==> src/rtl/dm_store_rmw_pkg.sv <==
// Shared definitions for the sub-word store unit: op encodings, FSM states,
// lane widths and the alignment rule used by DM_RMW_ALIGN_CHECK_EN builds.
package dm_store_rmw_pkg;

    typedef enum logic [1:0] {
        OP_SW  = 2'b00,
        OP_SH  = 2'b01,
        OP_SB  = 2'b10,
        OP_RSV = 2'b11
    } op_e;

    typedef enum logic [2:0] {
        ST_IDLE = 3'd0,
        ST_RD   = 3'd1,
        ST_MRG  = 3'd2,
        ST_WR   = 3'd3,
        ST_ERR  = 3'd4
    } state_e;

    localparam int BYTE_W = 8;
    localparam int HALF_W = 16;
    localparam int WORD_W = 32;

    // sw must be word aligned, sh halfword aligned; sb and reserved never fault.
    function automatic logic misaligned(input op_e op, input logic [1:0] lane);
        case (op)
            OP_SW:   return lane != 2'b00;
            OP_SH:   return lane[0];
            default: return 1'b0;
        endcase
    endfunction

endpackage

==> src/rtl/dm_store_rmw_merge.sv <==
// Combinational lane merge: drops the narrowed store data into the addressed
// little-endian lane of the old word. sw replaces the whole word; reserved
// ops leave the old word untouched.
module dm_store_rmw_merge
    import dm_store_rmw_pkg::*;
(
    input  op_e               op,
    input  logic [1:0]        lane,
    input  logic [WORD_W-1:0] old_word,
    input  logic [WORD_W-1:0] wdata,
    output logic [WORD_W-1:0] merged
);

    // Overlay the byte/halfword on the old word at its lane offset.
    always_comb begin
        // NOTE: default assignment first keeps this block purely combinational (no latch).
        merged = old_word;
        case (op)
            OP_SW:   merged = wdata;
            OP_SH:   merged[{lane[1], 4'b0000} +: HALF_W] = wdata[HALF_W-1:0];
            OP_SB:   merged[{lane, 3'b000} +: BYTE_W]     = wdata[BYTE_W-1:0];
            default: merged = old_word;
        endcase
    end

endmodule

==> src/rtl/dm_store_rmw.sv <==
// Sub-word store unit in front of a word-only data memory. sw writes directly;
// sh/sb read the word, merge the lane and write it back. Define
// DM_RMW_ALIGN_CHECK_EN to drop misaligned sw/sh with an err pulse; otherwise
// the low misaligned address bits are simply ignored.
module dm_store_rmw
    import dm_store_rmw_pkg::*;
#(
    parameter int ADDR_W = 12
) (
    input  logic              clk,
    input  logic              rst_n,
    input  logic              req_valid,
    output logic              req_ready,
    input  logic [1:0]        req_op,
    input  logic [31:0]       req_addr,
    input  logic [31:0]       req_wdata,
    output logic              mem_re,
    output logic              mem_we,
    output logic [ADDR_W-1:0] mem_addr,
    output logic [31:0]       mem_wdata,
    input  logic [31:0]       mem_rdata,
    output logic              done,
    output logic              err
);

    state_e              state;
    op_e                 op_q;
    logic [ADDR_W+1:0]   addr_q;
    logic [WORD_W-1:0]   wdata_q;
    logic [WORD_W-1:0]   word_q;
    logic [WORD_W-1:0]   merged;
    logic                ready_q;
    logic                re_q;
    logic                we_q;
    logic                done_q;
    op_e                 req_op_e;
    logic                unused_addr_hi;

    assign req_op_e       = op_e'(req_op);
    // Byte-address bits above the memory's range are deliberately discarded.
    assign unused_addr_hi = ^req_addr[31:ADDR_W+2];

    dm_store_rmw_merge u_merge (
        .op       (op_q),
        .lane     (addr_q[1:0]),
        .old_word (word_q),
        .wdata    (wdata_q),
        .merged   (merged)
    );

`ifdef DM_RMW_ALIGN_CHECK_EN
    logic err_q;
    assign err = err_q;
`else
    assign err = 1'b0;
`endif

    // Store FSM: accept in IDLE, optional read/merge, single write, back to IDLE.
    always_ff @(posedge clk or negedge rst_n) begin
        if (!rst_n) begin
            // NOTE: latched request/word registers are reset too, so outputs derived from them start at 0.
            state   <= ST_IDLE;
            op_q    <= OP_SW;
            addr_q  <= '0;
            wdata_q <= '0;
            word_q  <= '0;
            ready_q <= 1'b1;
            re_q    <= 1'b0;
            we_q    <= 1'b0;
            done_q  <= 1'b0;
`ifdef DM_RMW_ALIGN_CHECK_EN
            err_q   <= 1'b0;
`endif
        end else begin
            // NOTE: non-blocking everywhere so each register sees pre-edge values of the others.
            re_q   <= 1'b0;
            we_q   <= 1'b0;
            done_q <= 1'b0;
`ifdef DM_RMW_ALIGN_CHECK_EN
            err_q  <= 1'b0;
`endif
            case (state)
                ST_IDLE: begin
                    if (req_valid) begin
                        op_q    <= req_op_e;
                        addr_q  <= req_addr[ADDR_W+1:0];
                        wdata_q <= req_wdata;
                        ready_q <= 1'b0;
`ifdef DM_RMW_ALIGN_CHECK_EN
                        if (misaligned(req_op_e, req_addr[1:0])) begin
                            state <= ST_ERR;
                            err_q <= 1'b1;
                        end else
`endif
                        if (req_op_e == OP_SH || req_op_e == OP_SB) begin
                            state <= ST_RD;
                            re_q  <= 1'b1;
                        end else begin
                            // Reserved op walks through WR only to pulse done.
                            state  <= ST_WR;
                            we_q   <= (req_op_e != OP_RSV);
                            done_q <= 1'b1;
                        end
                    end
                end
                ST_RD: begin
                    state <= ST_MRG;
                end
                ST_MRG: begin
                    word_q <= mem_rdata;
                    state  <= ST_WR;
                    we_q   <= 1'b1;
                    done_q <= 1'b1;
                end
                default: begin
                    // WR and ERR both last one cycle and return to IDLE.
                    state   <= ST_IDLE;
                    ready_q <= 1'b1;
                end
            endcase
        end
    end

    assign req_ready = ready_q;
    assign mem_re    = re_q;
    assign mem_we    = we_q;
    assign done      = done_q;
    assign mem_addr  = addr_q[ADDR_W+1:2];
    assign mem_wdata = (state == ST_WR && op_q != OP_RSV) ? merged : '0;

endmodule
==> config.mk <==
export PLATFORM = sky130hd
export DESIGN_NAME = dm_store_rmw
export DESIGN_NICKNAME = d
export VERILOG_FILES = /design/src/rtl/dm_store_rmw_pkg.sv /design/src/rtl/dm_store_rmw_merge.sv /design/src/rtl/dm_store_rmw.sv
export SDC_FILE = /design/constraint.sdc
export NUM_CORES = 1
export LEC_CHECK = 0
export ABC_AREA = 0
export ABC_CLOCK_PERIOD_IN_PS = 7100
export CORE_ASPECT_RATIO = 2
export CORE_MARGIN = 5
export CORE_UTILIZATION = 53
export CTS_BUF_LIST = sky130_fd_sc_hd__clkbuf_8
export DETAILED_ROUTE_END_ITERATION = 8
export MAX_ROUTING_LAYER = met4
export PLACE_DENSITY = 0.89
export SYNTH_ARGS = -nofsm -noshare
export SYNTH_HDL_FRONTEND = slang
export SYNTH_SLANG_ARGS = --single-unit
==> constraint.sdc <==
create_clock -name clk -period 7.1 [get_ports clk]
set_input_delay 1.42 -clock clk [delete_from_list [all_inputs] [get_ports clk]]
set_output_delay 1.42 -clock clk [all_outputs]
set_load 0.005 [all_outputs]
# Yosys cells after proc, flatten, opt, wreduce, memory -nomap -nowiden
# Cells that the tools add are included.
dict set report totals {
  output_inout_bits 49
  reg_bits 87
  wordCells 51
  input_bits 101
}
dict set report classes {
  reduce_logical 7
  muxes 18
  n_shift 4
  n_addsub 2
  bitwise 1
  n_eq_ne 10
}
# operator n
set ops {}
lappend ops {{$pmux W32 S3} 1}
lappend ops {{$bwmux W32} 2}
lappend ops {{$mux W32} 1}
lappend ops {{$shift A16 B7 Y32 const A} 1}
lappend ops {{$shift A8 B7 Y32 const A} 1}
lappend ops {{$shiftx A16 B7 Y32} 1}
lappend ops {{$shiftx A8 B7 Y32} 1}
lappend ops {{$neg A5 Y7} 2}
lappend ops {{$pmux W3 S3} 1}
lappend ops {{$mux W1} 8}
lappend ops {{$eq A3 B2 Y1 const B} 2}
lappend ops {{$ne A2 B2 Y1 const B} 3}
lappend ops {{$pmux W1 S2} 3}
lappend ops {{$eq A2 B1 Y1 const B} 2}
lappend ops {{$eq A2 B2 Y1 const B} 2}
lappend ops {{$reduce_and A2 Y1} 2}
lappend ops {{$eq A3 B1 Y1 const B} 1}
lappend ops {{$logic_not A3 Y1} 1}
lappend ops {{$mux W3} 1}
lappend ops {{$logic_not A2 Y1} 1}
lappend ops {{$mux W2} 1}
lappend ops {{$reduce_or A2 Y1} 1}
lappend ops {{$logic_and A1 B1 Y1} 1}
lappend ops {{$logic_or A1 B1 Y1} 1}
lappend ops {{$not A1 Y1} 1}

# Longest topological paths before layout
# Gate-level depths: netlist (run 1).
dict set report depth {
  depth_word 5
  depth_mapped 9
  ltp_nobuf 5
}

# Cells and area by module
# From an unflattened synthesis (run 1), not the netlist that was laid out.
dict set report hier_totals {
  cells_unflattened 415
  hier_area_um2 4824.6
}
# mod seq_area_each_um2 cells_each area_each_um2 instances
set modules_own_cells {}
lappend modules_own_cells {dm_store_rmw 2153.3 247 3637.2 1}
lappend modules_own_cells {dm_store_rmw_merge 0.0 168 1187.4 1}

# Worst setup path before layout (run 1)
# Ideal clock, no wire load.
dict set report synth_timing {
  path_kind {register to output}
  from {register addr_q[1]}
  to {output mem_wdata[16]}
  required_time_ns 5.680
  arrival_time_ns 2.065
  path_stages_with_launch 8
  slack_ns 3.615
  n_path_buf 2
  cell_sequence {dfrtp_1 -> buf_2 -> buf_2 -> inv_1 -> ha_1 -> or3b_4 -> or3_1 -> a31oi_1}
}
dict set report synth_via {
  elab_chain_cells 5
  word_cells_on_any_way 10
  classes_between {add/sub: 2; shift: 4; mux: 4}
}
# element line
set synth_rtl {}
lappend synth_rtl {{start, declared} dm_store_rmw.sv:28} ;# logic [ADDR_W+1:0] addr_q;
lappend synth_rtl {{start signal, assigned} dm_store_rmw.sv:86} ;# addr_q <= req_addr[ADDR_W+1:0];
lappend synth_rtl {{$neg A5 Y7, on equally long branches} {dm_store_rmw_merge.sv:20, dm_store_rmw_merge.sv:21}}
lappend synth_rtl {{$shiftx A16 B7 Y32 (tied with other cells)} dm_store_rmw_merge.sv:20} ;# OP_SH: merged[{lane[1], 4'b0000} +: HALF_W] = wdata[HALF_W-1:0];
lappend synth_rtl {{$bwmux W32, on equally long branches} {dm_store_rmw_merge.sv:20, dm_store_rmw_merge.sv:21}}
lappend synth_rtl {{$pmux W32 S3 (*)} dm_store_rmw_merge.sv:18} ;# case (op)
lappend synth_rtl {{$mux W32 (*)} dm_store_rmw.sv:129} ;# assign mem_wdata = (state == ST_WR && op_q != OP_RSV) ? merged : '0;
lappend synth_rtl {{end, declared} dm_store_rmw.sv:20} ;# output logic [31:0] mem_wdata,
# Every way passes the cells marked *; elsewhere a longest branch is shown, timed or not.

# Worst setup path after layout (run 1)
dict set report layout_timing {
  from {register addr_q[0]}
  to {output mem_wdata[19]}
}
dict set report layout_via {
  elab_chain_cells 5
  word_cells_on_any_way 6
  classes_between {add/sub: 1; shift: 2; mux: 3}
}
# element line
set layout_rtl {}
lappend layout_rtl {{$neg A5 Y7 (*)} dm_store_rmw_merge.sv:21} ;# OP_SB: merged[{lane, 3'b000} +: BYTE_W] = wdata[BYTE_W-1:0];
lappend layout_rtl {{$shiftx A8 B7 Y32 or $shift A8 B7 Y32 (tied branches)} dm_store_rmw_merge.sv:21}
lappend layout_rtl {{$bwmux W32 (*)} dm_store_rmw_merge.sv:21}
lappend layout_rtl {{$pmux W32 S3 (*)} dm_store_rmw_merge.sv:18}
lappend layout_rtl {{$mux W32 (*)} dm_store_rmw.sv:129}
# Marks and branches as above.

==> impl_metrics.json, run 1 <==
{
  "setup_viol": 0,
  "num_vias": 4001,
  "tns_ns": 0,
  "grt_util_all_layers": 0.258,
  "grt-ovfl-total": 0,
  "hold_end": "addr_q[4]",
  "min_from": "addr_q[4]",
  "viasPerCell": 6.13,
  "synth_ff_type": "dfrtp_1",
  "rsz0062_at_grt": "false",
  "gp_congestion": 0.892,
  "port_buffers": 130,
  "grt_pass1_vias": 4257,
  "first_iter_violations": 347,
  "synth_warnings": 0,
  "cts_tree": "built",
  "min_period_over_period": 0.668,
  "postCtsHoldBufs": 0,
  "worstPathArrival_ns": 3.33,
  "initial_core_util": 0.534,
  "synth_top_area_frac": 0.430,
  "drc": 0,
  "r2r_start": "state[0]",
  "r2r_setup_slack_ns": 4.89,
  "status": "complete, no violations",
  "peakVddDrop_uv": 277,
  "ys_ff_latch": 86,
  "fp.dieW_um": 78.3,
  "drive_gt1_frac": 0.168,
  "syn-mean-instance-area_um2": 11.1,
  "dieArea_um2": 11500,
  "yosysUniqueCellTypes": 46,
  "dp_hpwl_mm": 10.0,
  "rr_worst_depth": 5,
  "cts_buffer_depth": 2,
  "tightest_slew_ns": 1.12,
  "yosysSeqAreaShare": 0.436,
  "antenna_found_initial": 0,
  "maxSlewHeadroom": 0.255,
  "power_per_cell_area_nw_per_um2": 438,
  "cap_violations": 0,
  "drt_wl_total_mm": 14.0,
  "rows": 50,
  "die_h_um": 147,
  "syn_to_final_growth_pct": 27.9,
  "dr.pass1.iters": 5,
  "synth_area_leader_cell": "dfrtp_1",
  "worstReg2RegEnd": "wdata_q[1]",
  "endpoint_kind": "output port",
  "hold_path_depth": 1,
  "cts_resized": 0,
  "hold_class": "reg -> reg",
  "synth.most_common_cell": "dfrtp_1",
  "cts_setup_buffers": 0,
  "final_hold_viol_count": 0,
  "finalNonFillerCells": 653,
  "start_kind": "flip-flop",
  "drv_slew": 0,
  "numCtsBuffers": 9,
  "postRouteAntennaNets": 0,
  "yosys-top-cells-count": "85 x dfrtp_1, 57 x mux2_2, 24 x mux2i_1",
  "core_um2": 9260,
  "power_mw": 2.77,
  "root_buffer": "clkbuf_8",
  "cts_num_sinks": 86,
  "antenna_cells": 0,
  "worst_ep_required_time_ns": 5.68,
  "syn_area_um2": 4940,
  "cts_max_level": 3,
  "fin_nets": 655,
  "dp_cells": 638,
  "wl_per_cell_um": 21.4,
  "pin_count": 150,
  "synthCells": 446,
  "synthArstFlopShare": 1.00,
  "grt_first_pass_wirelength_mm": 22.2,
  "syn_nets": 556,
  "leakage_nw": 2.61,
  "fin_crit_ns": 4.75,
  "yosys-top-cells-area": "dfrtp_1 43%, mux2_2 13%, mux2i_1 4.9%, mux2_1 4.8%, a211o_1 2.8%",
  "fin_util": 0.683,
  "synth-edff-count": 0,
  "grt_max_degree": 87,
  "final.setup_skew_ns": 0.00434,
  "fmax_ghz": 0.211,
  "crit_path_max_fanout": 16,
  "fill_cells": 712,
  "clkSlewWorstSetupHoldPaths_ns": 0.08,
  "clk_latency_ns": 0.36,
  "worst-setup-path-type": "reg -> out"
}
## power breakdown
part / internal (mW) / total [mW] / switching [mW] / leakage [nW]
Combinational: 0.782 / 1.45 / 0.669 / 1.51
Clock: 0.143 / 0.317 / 0.175 / 0.0886
Sequential: 0.743 / 1.00 / 0.260 / 1.01
## logic make-up after synthesis
family	share of synthesized area
compound gates	0.141
fa+ha+maj	0.0228
buf+inv	0.0602
flops	0.436
mux	0.226
other cells	0.000759
simple gates	0.113
## per-layer routing
metal / wire [µm] / global-route usage / vias to the layer above
met2: 7500 / 0.434 / 170
li1: - / - / 1801
met5: 0 / - / -
met1: 5120 / 0.280 / 1989
met3: 810 / 0.0605 / 41
met4: 565 / 0.132 / 0
## final cells by class
cell class,count,area (µm²),share of cell area
Tap cell,104,130,0.0206
Clock inverter,4,23.8,0.00376
Clock buffer,11,151,0.0239
Multi-Input combinational cell,304,2490,0.395
Timing Repair Buffer,135,1340,0.211
Sequential cell,86,2150,0.341
Inverter,9,33.8,0.00534
## metrics by stage
stage	hold slack, ns	worst slack, ns	area (µm²)
2_1_floorplan	0.465	3.62	4940
3_3_place_gp	0.475	2.83	6150
3_5_place_dp	0.482	2.80	6150
4_1_cts	0.499	2.38	6320
5_1_grt	0.522	2.16	6320
6_report	0.496	2.35	6320
## placed cells by master, fill, tap and decap left out, types with 2 or more instances in the layout
cell type,synthesis,final
nor2_1,20,20
mux2_1,21,21
nand2_2,1,2
o21ai_0,6,6
ha_1,9,9
inv_1,9,10
mux2i_1,24,24
buf_4,14,6
nor2b_1,13,13
o22ai_1,9,9
clkdlybuf4s50_1,0,129
o21a_1,7,7
clkinvlp_4,0,2
a32oi_1,8,8
mux2_2,57,57
a211o_1,16,16
nand2_1,20,19
nand2b_1,9,9
dfrtp_1,85,85
a21oi_1,15,15
a21boi_1,7,7
a21bo_2,7,7
nor3b_1,3,3
or3_1,7,7
a31oi_1,15,15
nand3_1,7,7
clkbuf_8,0,11
nand4bb_1,7,7
## worst max-delay path by stage
| stage | start | to | slack (ns) |
|---|---|---|---|
| 2_1_floorplan | addr_q[1] | mem_wdata[16] | 3.62 |
| 3_3_place_gp | addr_q[0] | mem_wdata[16] | 2.83 |
| 3_5_place_dp | addr_q[0] | mem_wdata[16] | 2.80 |
| 4_1_cts | addr_q[0] | mem_wdata[16] | 2.38 |
| 5_1_grt | addr_q[0] | mem_wdata[20] | 2.16 |
| 6_report | addr_q[0] | mem_wdata[19] | 2.35 |
## state kept, by name, indices dropped and copies added (netlist names)
name and count:
mem_re 1, wdata_q 32, done 1, req_ready 1
state 2, mem_we 1, addr_q 14, word_q 32
op_q 2
## critical path: stages, from the launching register on
cell             delay (ns)
dfrtp_1                0.61
inv_1                  0.15
ha_1                   0.55
or3b_4                 0.47
or3_1                  0.36
a31oi_1                0.25
clkdlybuf4s50_1        0.57
Note: power is estimated with default switching activity, not from simulation.
==> run 2, diff against run 1 <==
ABC_CLOCK_PERIOD_IN_PS = 4600   (was 7100)
CORE_UTILIZATION = 49   (was 53)
PLACE_DENSITY = 0.83   (was 0.89)
clock period = 4.6 ns   (was 7.1 ns; I/O delays follow)
==> impl_metrics.json, run 2 (synthesis gave the netlist of run 1 again) <==
{
  "dr.pass1.iters": 5,
  "crit_path_max_fanout": 35,
  "wl_per_cell_um": 19.7,
  "core_um2": 10000,
  "viasPerCell": 5.81,
  "clkSlewWorstSetupHoldPaths_ns": 0.08,
  "first_iter_violations": 310,
  "antenna_found_initial": 0,
  "peakVddDrop_uv": 391,
  "cts_num_sinks": 86,
  "endpoint_kind": "output port",
  "clk_latency_ns": 0.37,
  "p_sw_mw": 1.66,
  "tns_ns": 0,
  "worst_ep_required_time_ns": 3.68,
  "drc": 0,
  "post-place-ws_ns": 1.14,
  "grt_first_pass_wirelength_mm": 21.3,
  "cts_resized": 0,
  "gp_congestion": 0.932,
  "dp_hpwl_mm": 9.78,
  "layout_common_cells": "129 x clkdlybuf4s50_1, 85 x dfrtp_1, 57 x mux2_2, 24 x mux2i_1, 21 x mux2_1",
  "cts_max_level": 3,
  "status": "complete, no violations",
  "maxSlewHeadroom": 0.261,
  "hold_path_depth": 1,
  "die_h_um": 152,
  "syn_to_final_growth_pct": 29.1,
  "rows": 52,
  "r2r_start": "state[0]",
  "grt_pass1_vias": 4137,
  "final.setup_skew_ns": 0.00595,
  "swShare": 0.389,
  "cts_setup_buffers": 0,
  "power_per_cell_area_nw_per_um2": 671,
  "cts_tree": "built",
  "tightest_slew_ns": 1.11,
  "final_hold_viol_count": 0,
  "fp.dieW_um": 81.0,
  "min_period_over_period": 0.841,
  "grt_util_all_layers": 0.234,
  "cts_buffer_depth": 2,
  "numCtsBuffers": 9,
  "rsz0062_at_grt": "false",
  "drive_gt1_frac": 0.169,
  "combPwrFrac": 0.514,
  "hold_class": "reg -> reg",
  "drt_wl_total_mm": 13.5,
  "antenna_cells": 0,
  "setup_viol": 0,
  "fin_nets": 656,
  "fmax_ghz": 0.258,
  "postCtsHoldBufs": 0,
  "pwr-share-clk": 0.122,
  "p_int_mw": 2.62,
  "rr_worst_depth": 5,
  "startpoint": "addr_q[1]",
  "worst-setup-path-type": "reg -> out",
  "p_seq_frac": 0.364,
  "grt-ovfl-total": 0,
  "port_buffers": 130,
  "worstPathArrival_ns": 2.95,
  "num_vias": 3981,
  "min_from": "addr_q[2]",
  "dieArea_um2": 12300,
  "postRouteAntennaNets": 0,
  "cap_violations": 0,
  "drv_slew": 0,
  "initial_core_util": 0.493,
  "fin_crit_ns": 3.87,
  "worst_slack_ns": 0.729,
  "final_common_cell": "clkdlybuf4s50_1",
  "root_buffer": "clkbuf_8",
  "grt_max_degree": 87,
  "leakage_nw": 2.63,
  "pin_count": 150,
  "start_kind": "flip-flop",
  "reg_top3": "wdata_q: 32 flops, word_q: 32 flops, addr_q: 14 flops"
}
==> run 2: cell types whose count changed in the layout (fill, tap and decap cells not counted), sizes merged <==
cell / previous run / this run
clkinv: 1 / 2
clkinvlp: 2 / 1
clkbuf: 11 / 10
buf: 6 / 7
bufinv: 0 / 1
==> run 2: routing by layer <==
metal,wire length [µm],up-vias,track usage
li1,-,1806,-
met1,5040,1948,0.263
met2,7080,191,0.383
met3,789,36,0.0468
met4,608,0,0.122
met5,0,-,-
==> run 2: worst paths after layout <==
| path | end | slack, ns |
|---|---|---|
| hold reg to reg | addr_q[2] | 0.50 |
| setup reg to reg | wdata_q[7] | 2.28 |
| hold / removal | addr_q[2] | 0.50 |
| max in group asynchronous | wdata_q[23] | 3.12 |
| min in group asynchronous | wdata_q[19] | 0.71 |
| setup / recovery | mem_wdata[28] | 0.73 |
==> run 2: area by class of cell <==
type,instances,area (µm²)
multi-input combinational,304,2490
inverter,9,33.8
tap,135,169
clock buffer,10,138
clock inverter,5,51.3
fill,834,3640
sequential,86,2150
timing repair buffer,136,1340
==> run 2: power by group through the flow <==
stage | Clock [mW] | Combinational [mW] | Sequential [mW]
5_1_grt | 0.573 | 2.39 | 1.60
2_1_floorplan | 0 | 1.67 | 1.37
3_3_place_gp | 0 | 2.12 | 1.54
6_report | 0.522 | 2.20 | 1.56
4_1_cts | 0.536 | 2.21 | 1.55
3_5_place_dp | 0 | 2.20 | 1.56
==> run 2: stage by stage <==
step                      total power [mW]  hold slack, ns  instance area, µm²  utilization  cells
after global routing                  4.57           0.526                6380        0.637    685
after CTS                             4.29           0.504                6380        0.637    685
final                                 4.28           0.499                6380        0.637    685
after floorplan                       3.03           0.465                4940            -    446
after detailed placement              3.76           0.484                6190        0.618    670
after global placement                3.66           0.473                6190        0.618    670
==> run 2: worst max-delay path: stages (launching register included) <==
cell and delay (ns):
dfrtp_1 0.39, buf_4 0.29, ha_1 0.29, nor3b_1 0.70, a32oi_1 0.09, a21boi_1 0.26, clkdlybuf4s50_1 0.55
